$ cat src/rtl/vend_pkg.sv
// vend_pkg: shared FSM state type, coin bit indices and coin valuation for the vending controller
package vend_pkg;
  typedef enum logic [1:0] {COLLECT, VEND, CHANGE, REFUND} vend_state_t;
  localparam int COIN_PENNY = 0;
  localparam int COIN_HAPENNY = 1;
  localparam int COIN_FARTH = 2;
  function automatic int coin_value(input logic [2:0] coin, input int penny_f, input int hapenny_f);
    return coin[COIN_PENNY] ? penny_f : coin[COIN_HAPENNY] ? hapenny_f : coin[COIN_FARTH] ? 1 : 0;
  endfunction
endpackage

$ cat src/rtl/vend_ctrl_param_change_picker.sv
// change_picker: greedy largest-coin-not-above-credit selector; i_credit in, one-hot o_coin and its o_value out
module change_picker
  import vend_pkg::*;
#(
  parameter int CREDIT_W = 4,
  parameter int PENNY_F = 4,
  parameter int HAPENNY_F = 2
) (
  input  logic [CREDIT_W-1:0] i_credit,
  output logic [2:0]          o_coin,
  output logic [CREDIT_W-1:0] o_value
);
  localparam logic [CREDIT_W-1:0] P_VAL = CREDIT_W'(PENNY_F);
  localparam logic [CREDIT_W-1:0] H_VAL = CREDIT_W'(HAPENNY_F);
  localparam logic [CREDIT_W-1:0] F_VAL = CREDIT_W'(1);
  logic w_pen, w_hap, w_far;
  assign w_pen = i_credit >= P_VAL;
  assign w_hap = !w_pen && i_credit >= H_VAL;
  assign w_far = !w_pen && !w_hap && i_credit != '0;
  always_comb begin
    o_coin = '0;
    o_coin[COIN_PENNY] = w_pen;
    o_coin[COIN_HAPENNY] = w_hap;
    o_coin[COIN_FARTH] = w_far;
    o_value = w_pen ? P_VAL : w_hap ? H_VAL : w_far ? F_VAL : '0;
  end
endmodule

$ cat src/rtl/vend_ctrl_param.sv
// vend_ctrl_param: parametrised coin vending FSM; clk/res, coin_in/cancel/vend_ack/chg_ack in; credit/state_o/vend/chg_coin/coin_rej/busy out
module vend_ctrl_param
  import vend_pkg::*;
#(
  parameter int PRICE_F = 5,
  parameter int CREDIT_W = 4,
  parameter int PENNY_F = 4,
  parameter int HAPENNY_F = 2
) (
  input  logic                clk,
  input  logic                res,
  input  logic [2:0]          coin_in,
  input  logic                cancel,
  input  logic                vend_ack,
  input  logic                chg_ack,
  output logic [CREDIT_W-1:0] credit,
  output logic [1:0]          state_o,
  output logic                vend,
  output logic [2:0]          chg_coin,
  output logic                coin_rej,
  output logic                busy
);
  localparam int SW = CREDIT_W + 1;
  localparam logic [SW-1:0] PRICE_W = SW'(PRICE_F);
  localparam logic [CREDIT_W-1:0] PRICE_C = CREDIT_W'(PRICE_F);
  vend_state_t r_state, w_state_n;
  logic [CREDIT_W-1:0] r_credit, w_credit_n, w_chg_val;
  logic [SW-1:0] w_sum;
  logic [2:0] w_pick;
  logic r_rej, w_rej_n, w_coin_ok, w_cancel_ok, w_payout;
  assign w_coin_ok = $onehot(coin_in);
  assign w_cancel_ok = cancel && r_credit != '0;
  assign w_sum = {1'b0, r_credit} + SW'(coin_value(coin_in, PENNY_F, HAPENNY_F));
  assign w_payout = r_state == CHANGE || r_state == REFUND;
  change_picker #(.CREDIT_W(CREDIT_W), .PENNY_F(PENNY_F), .HAPENNY_F(HAPENNY_F)) u_pick (
    .i_credit(r_credit),
    .o_coin  (w_pick),
    .o_value (w_chg_val)
  );
  always_comb begin
    w_state_n = r_state;
    w_credit_n = r_credit;
    w_rej_n = |coin_in;
    case (r_state)
      COLLECT: begin
        if (w_cancel_ok) w_state_n = REFUND;
        else if (w_coin_ok) begin
          w_rej_n = 1'b0;
          w_credit_n = w_sum[CREDIT_W-1:0];
          w_state_n = w_sum >= PRICE_W ? VEND : COLLECT;
        end
      end
      VEND: begin
        if (vend_ack) begin
          w_credit_n = r_credit - PRICE_C;
          w_state_n = r_credit == PRICE_C ? COLLECT : CHANGE;
        end
      end
      default: begin
        if (chg_ack) begin
          w_credit_n = r_credit - w_chg_val;
          w_state_n = r_credit == w_chg_val ? COLLECT : r_state;
        end
      end
    endcase
  end
  always_ff @(posedge clk or posedge res) begin
    if (res) begin
      r_state <= COLLECT;
      r_credit <= '0;
      r_rej <= 1'b0;
    end else begin
      r_state <= w_state_n;
      r_credit <= w_credit_n;
      r_rej <= w_rej_n;
    end
  end
  assert property (@(posedge clk) disable iff (res) !(r_state == COLLECT && w_coin_ok && !w_cancel_ok && w_sum[CREDIT_W]));
  assign credit = r_credit;
  assign state_o = r_state;
  assign vend = r_state == VEND;
  assign chg_coin = w_payout ? w_pick : 3'b000;
  assign coin_rej = r_rej;
  assign busy = r_state != COLLECT;
endmodule

$ cat config.mk
export PLATFORM = sky130hd
export DESIGN_NAME = vend_ctrl_param
export DESIGN_NICKNAME = d
export VERILOG_FILES = /design/src/rtl/vend_pkg.sv /design/src/rtl/vend_ctrl_param_change_picker.sv /design/src/rtl/vend_ctrl_param.sv
export SDC_FILE = /design/constraint.sdc
export NUM_CORES = 1
export LEC_CHECK = 0
export CORE_UTILIZATION = 49
export DETAILED_ROUTE_END_ITERATION = 10
export PLACE_DENSITY = 0.78
export RECOVER_POWER = 50
export SLEW_MARGIN = 30
export SYNTH_ARGS = -nofsm -noshare
export SYNTH_HDL_FRONTEND = slang
export SYNTH_HIERARCHICAL = 1
export SYNTH_SLANG_ARGS = --single-unit
$ cat constraint.sdc
create_clock -name clk -period 3.1 [get_ports clk]
set_input_delay 0.62 -clock clk [delete_from_list [all_inputs] [get_ports clk]]
set_output_delay 0.62 -clock clk [all_outputs]
set_load 0.01 [all_outputs]
# == Word-level counts from Yosys, hierarchy flattened ==
# Cells that the tools add are included.
# word_totals
reg_bits,7
inputBits,8
output_inout_bits,12
wordCells,59
# op_classes
addsub,5
n_lt_le_gt_ge,3
eq_ne,10
mux,23
reduce_logical,15
# op_table
op,n
$mux W4,6
$mux W2,7
$pmux W4 S2,1
$reduce_and A4 Y1,2
$mux W1,6
$mux W3,2
$ne A2 B2 Y1 const B,3
$reduce_bool A3 Y1,2
$add A4 B3 Y5,1
$ge A5 B3 Y1 const B,1
$eq A2 B1 Y1 const B,2
$eq A2 B2 Y1 const B,2
$eq A4 B3 Y1 const B,1
$eq A4 B4 Y1,1
$ge A4 B2 Y1 const B,1
$ge A4 B3 Y1 const B,1
$logic_and A1 B1 Y1,4
$pmux W2 S2,1
$reduce_bool A4 Y1,1
$sub A4 B3 Y4 const B,1
$sub A4 B4 Y4,1
$ne A3 B3 Y1 const B,1
$reduce_or A3 Y1,1
$add A1 B1 Y2,1
other kinds (5),6

# == Depth between registers and ports, before layout ==
# Gate-level depths: netlist of the first run.
# logic_depth
depth_word,13
mapped_depth,9
mapped_depth_nobuf,9

# == Modules after synthesis ==
# The synthesis of the first run kept the hierarchy.
# by_module_without_submodules
module,n_inst,cells_per_inst,area_per_inst_um2,seq_area_each_um2
vend_ctrl_param,1,95,812.0,175.2
change_picker,1,11,80.1,0.0

# == Worst setup path before layout of the first run ==
# No wires, ideal clock.
# synth_path
path_kind,register to register
start,"reg r_credit[2], in the netlist credit[2]"
end,"reg r_credit[3], in the netlist credit[3]"
setup_time_ps,79
arrival_time_ps,2231
required_ps,3021
path_slack_ps,790
stages_incl_launch_ff,10
path_buffers,1
period_less_slack_ps,2310
path_cell_list,dfrtp_1 > nor3b_1 > buf_4 > inv_1 > ha_1 > nor2b_1 > o21a_1 > or3_1 > a311oi_2 > xor2_1
# synth_via
elab_cells_between_ends,22
classes_between,add/sub: 3; order compare: 2; eq/ne: 1; mux: 8; reduce/logical: 8
# synth_lines
item,line,rtl
start: declaration,vend_ctrl_param.sv:27,"logic [CREDIT_W-1:0] r_credit, w_credit_n, w_chg_val;"
start signal: assignment,vend_ctrl_param.sv:74,r_credit <= w_credit_n;
$ge A4 B3 Y1,vend_ctrl_param_change_picker.sv:17,assign w_pen = i_credit >= P_VAL;
$logic_not A1 Y1,vend_ctrl_param_change_picker.sv:18,assign w_hap = !w_pen && i_credit >= H_VAL;
$logic_and A1 B1 Y1 *,vend_ctrl_param_change_picker.sv:18,
net u_pick.w_hap,vend_ctrl_param_change_picker.sv:16,"logic w_pen, w_hap, w_far;"
$mux W4 * (2 in a row),vend_ctrl_param_change_picker.sv:25,o_value = w_pen ? P_VAL : w_hap ? H_VAL : w_far ? F_VAL : '0;
net w_chg_val[1],vend_ctrl_param.sv:27,
$sub A4 B4 Y4 *,vend_ctrl_param.sv:61,w_credit_n = r_credit - w_chg_val;
$mux W4 *,vend_ctrl_param.sv:60,if (chg_ack) begin
$pmux W4 S2 *,vend_ctrl_param.sv:44,case (r_state)
# Mark *: on every way through the listed nets, which the timed path passes. The rest lies on a longest branch. The select of a mux whose other input is x is not followed.
# A chain may end at the register's enable or synchronous reset.

# == Final worst setup path of the first run ==
# layout_path
start,in coin_in[0]
end,"reg r_state[0], in the netlist state_o[0]"
# layout_via
elab_chain_len,7
elab_cells_between_ends,12
classes_between,add/sub: 3; order compare: 1; eq/ne: 2; mux: 5; reduce/logical: 1
# layout_lines
item,line,rtl
start: declaration,vend_ctrl_param.sv:12,"input logic [2:0] coin_in,"
$mux W3,vend_pkg.sv:8,return coin[COIN_PENNY] ? penny_f : coin[COIN_HAPENNY] ? hapenny_f : coin[COIN_FARTH] ? 1 : 0;
$add A4 B3 Y5,vend_ctrl_param.sv:33,"assign w_sum = {1'b0, r_credit} + SW'(coin_value(coin_in, PENNY_F, HAPENNY_F));"
$ge A5 B3 Y1,vend_ctrl_param.sv:50,w_state_n = w_sum >= PRICE_W ? VEND : COLLECT;
$mux W1,vend_ctrl_param.sv:50,
$mux W2,vend_ctrl_param.sv:47,else if (w_coin_ok) begin
$mux W2,vend_ctrl_param.sv:46,if (w_cancel_ok) w_state_n = REFUND;
$pmux W2 S2,vend_ctrl_param.sv:44,
end signal: assignment,vend_ctrl_param.sv:73,r_state <= w_state_n;
end: declaration,vend_ctrl_param.sv:26,"vend_state_t r_state, w_state_n;"
# Several ways; a longest one is shown, not always the timed one. The select of a mux whose other input is x is not followed.

==> results of run 1 <==
cell usage after synthesis, drive strengths merged (2+ instances only):
library cell  count
inv              12
buf               9
ha                8
o21ai             8
a21oi             7
dfrtp             7
nor2              6
and2              4
nand2b            4
fa                3
nand2             3
nor3b             3
nor4b             3
a31oi             2
nand3             2
nor2b             2
o2bb2ai           2
or2               2
xnor2             2
xor2              2
path summary, 6_finish.rpt:
check                             end  depth (start not counted)  slack [ns]       start
max                        state_o[0]                         10        0.42  coin_in[0]
min                        state_o[0]                          1        0.69  state_o[0]
max reg2reg                 credit[3]                          8        0.56   credit[3]
min reg2reg                state_o[0]                          1        0.69  state_o[0]
max in group asynchronous   credit[3]                          2        2.15         res
min in group asynchronous   credit[2]                          2        0.73         res
area by class of cell:
cell class                 count  area share, %
sequential                     7          16.36
clock buffer                   4          2.453
multi-input combinational     78          55.96
inverter                      12          4.206
timing repair buffer          20          18.11
tap                           25          2.921
registers in the layout (all words and copies together), names as in the netlist:
| name | cells |
|---|---|
| coin_rej | 1 |
| state_o | 2 |
| credit | 4 |
stage by stage:
stage	power, mW	util (%)
detailed placement	0.8572	61.39
global placement	0.8377	61.39
floorplan	0.6855	-
finish	0.9324	62.71
CTS	0.9449	62.93
global route	1.023	62.71
routing by layer:
metal	share of wire (%)	global-route usage, %
met5	0	0
met3	4.2	4.490
met4	0	5.455
met1	45	30.90
met2	50	37.65
cells by family after synthesis:
kind of cell	synth area share, %
mux	1.122
other cells	0.4204
flops	19.64
fa+ha+maj	17.95
buf+inv	13.18
compound gates	21.60
simple gates	22.16
xor+xnor	3.928
worst max-delay path, stage by stage:
cell,delay (ns)
clkdlybuf4s50_1,0.51
nor3b_1,0.27
ha_1,0.22
inv_1,0.06
fa_1,0.53
nand2b_1,0.08
a21oi_1,0.12
o21ai_0,0.10
a31oi_1,0.20
o2bb2ai_1,0.09
power by group:
group          internal, mW  switching, mW
Combinational         0.319          0.316
Sequential            0.128         0.0866
Clock                0.0492         0.0345
==> flow_metrics.tcl, run 1 <==
set metrics [dict create \
    powerDensity_mw_per_mm2 870.5 \
    post-cts-setup-buffers 0 \
    grt_max_degree 16 \
    seqCellArea_um2 175.2 \
    coreArea_mm2 0.001708 \
    drv_slew 0 \
    cts_buffers 3 \
    clock_path_buffers 2 \
    vias 813 \
    io_buffers 19 \
    peakVddDrop_v 0.0006327 \
    cts_resized 0 \
    synth_area_um2 892.1 \
    arrival_ns 2.80 \
    cts_tree "done" \
    grt_first_pass_wirelength_um 3332 \
    place_congestion 0.8429 \
    synth.distinct_cells 40 \
    ioPinCount 20 \
    clockRootBuffer "clkbuf_4" \
    fin_ws_ns 0.4238 \
    synth_cells 106 \
    start_util_pct 52.23 \
    multi_input_area_um2 599.3 \
    hold_path.class "flip-flop to flip-flop" \
    skew_ns 0.009501 \
    drtAntennaViolNets 0 \
    dieArea_mm2 0.001995 \
    yosysTopAreaCell "dfrtp_1" \
    hold_buffers 0 \
    cts_sinks 7 \
    grt.total_usage_pct 22.91 \
    rsz0062_at_grt "no" \
    mostFrequentLayoutCells "14 x clkdlybuf4s50_1, 12 x inv_1, 8 x o21ai_0, 8 x ha_1" \
    design_area_mm2 0.001071 \
    avgViaCountPerCell 5.568 \
    whs_ns 0.6886 \
    fin_crit_ns 2.676 \
    dominantRegCellSynth "dfrtp_1" \
    insertion_delay_ns 0.25 \
    drt-total-wl_um 2005 \
    antenna_cells 0 \
    finalHoldViolations 0 \
    drt_iter0_drc 36 \
    dp_cells 142 \
    p_leak_nw 0.4628 \
    max_cap_viol_count 0 \
    slew_headroom_pct 60.81 \
    setup_viol 0 \
    drive_above_1_share_pct 6.612 \
    seq_area_frac_synth_pct 19.64 \
    post_dp_cell_area_mm2 0.001049 \
    grt-ovfl-total 0 \
    fmax_mhz 373.7 \
    final_cells 146 \
    htreeDepth 1 \
    drtPass1Iterations 4 \
    nFillCells 157 \
    end_kind "flip-flop" \
    synth_enable_flop_cells 0 \
    dieHeight_um 44.67 \
    setup_tns_ns 0 \
    avgSynthCellArea_um2 8.416 \
    synthArstFlopShare_pct 100.0 \
    ys_seq_elements 7 \
    dp_hpwl_um 1613 \
    drc_errors 0 \
    synth_fp_nets 125 \
    row_count 15 \
    cp.required_ns 3.23 \
    critPathMaxFanout 5 \
    yosys_warnings 6 \
    fin_crit_sh_pct 86.33 \
    tightest_slew_ns 0.5878 \
    wl_per_cell_um 13.73 \
    clkTransAtPathRegs_ns 0.05 \
    status "finished, final reports clean" \
    final_common_cell "clkdlybuf4s50_1" \
    syn_to_final_growth_pct 20.06 \
    dpl_worst_slack_ns 0.1923 \
    synth_area_leaders "dfrtp_1 20%, ha_1 11%, fa_1 6.7%, buf_4 5.0%, inv_1 5.0%" \
    nets 141 \
    critPathLaunchType "input pin" \
    critical_path_class "input pin to flip-flop" \
    die_w_um 44.67 \
    antenna_found_initial 0 \
    synth_top_area_share_pct 19.64 \
    grt_pass1_vias 749 \
]
(Power assumes the default switching activity.)
==> run 2: changes to the inputs <==
Settings changed: CTS_CLUSTER_DIAMETER from default to 60.
==> results of run 2 <==
The final DEF is identical to that of run 1; final timing and power are the same.
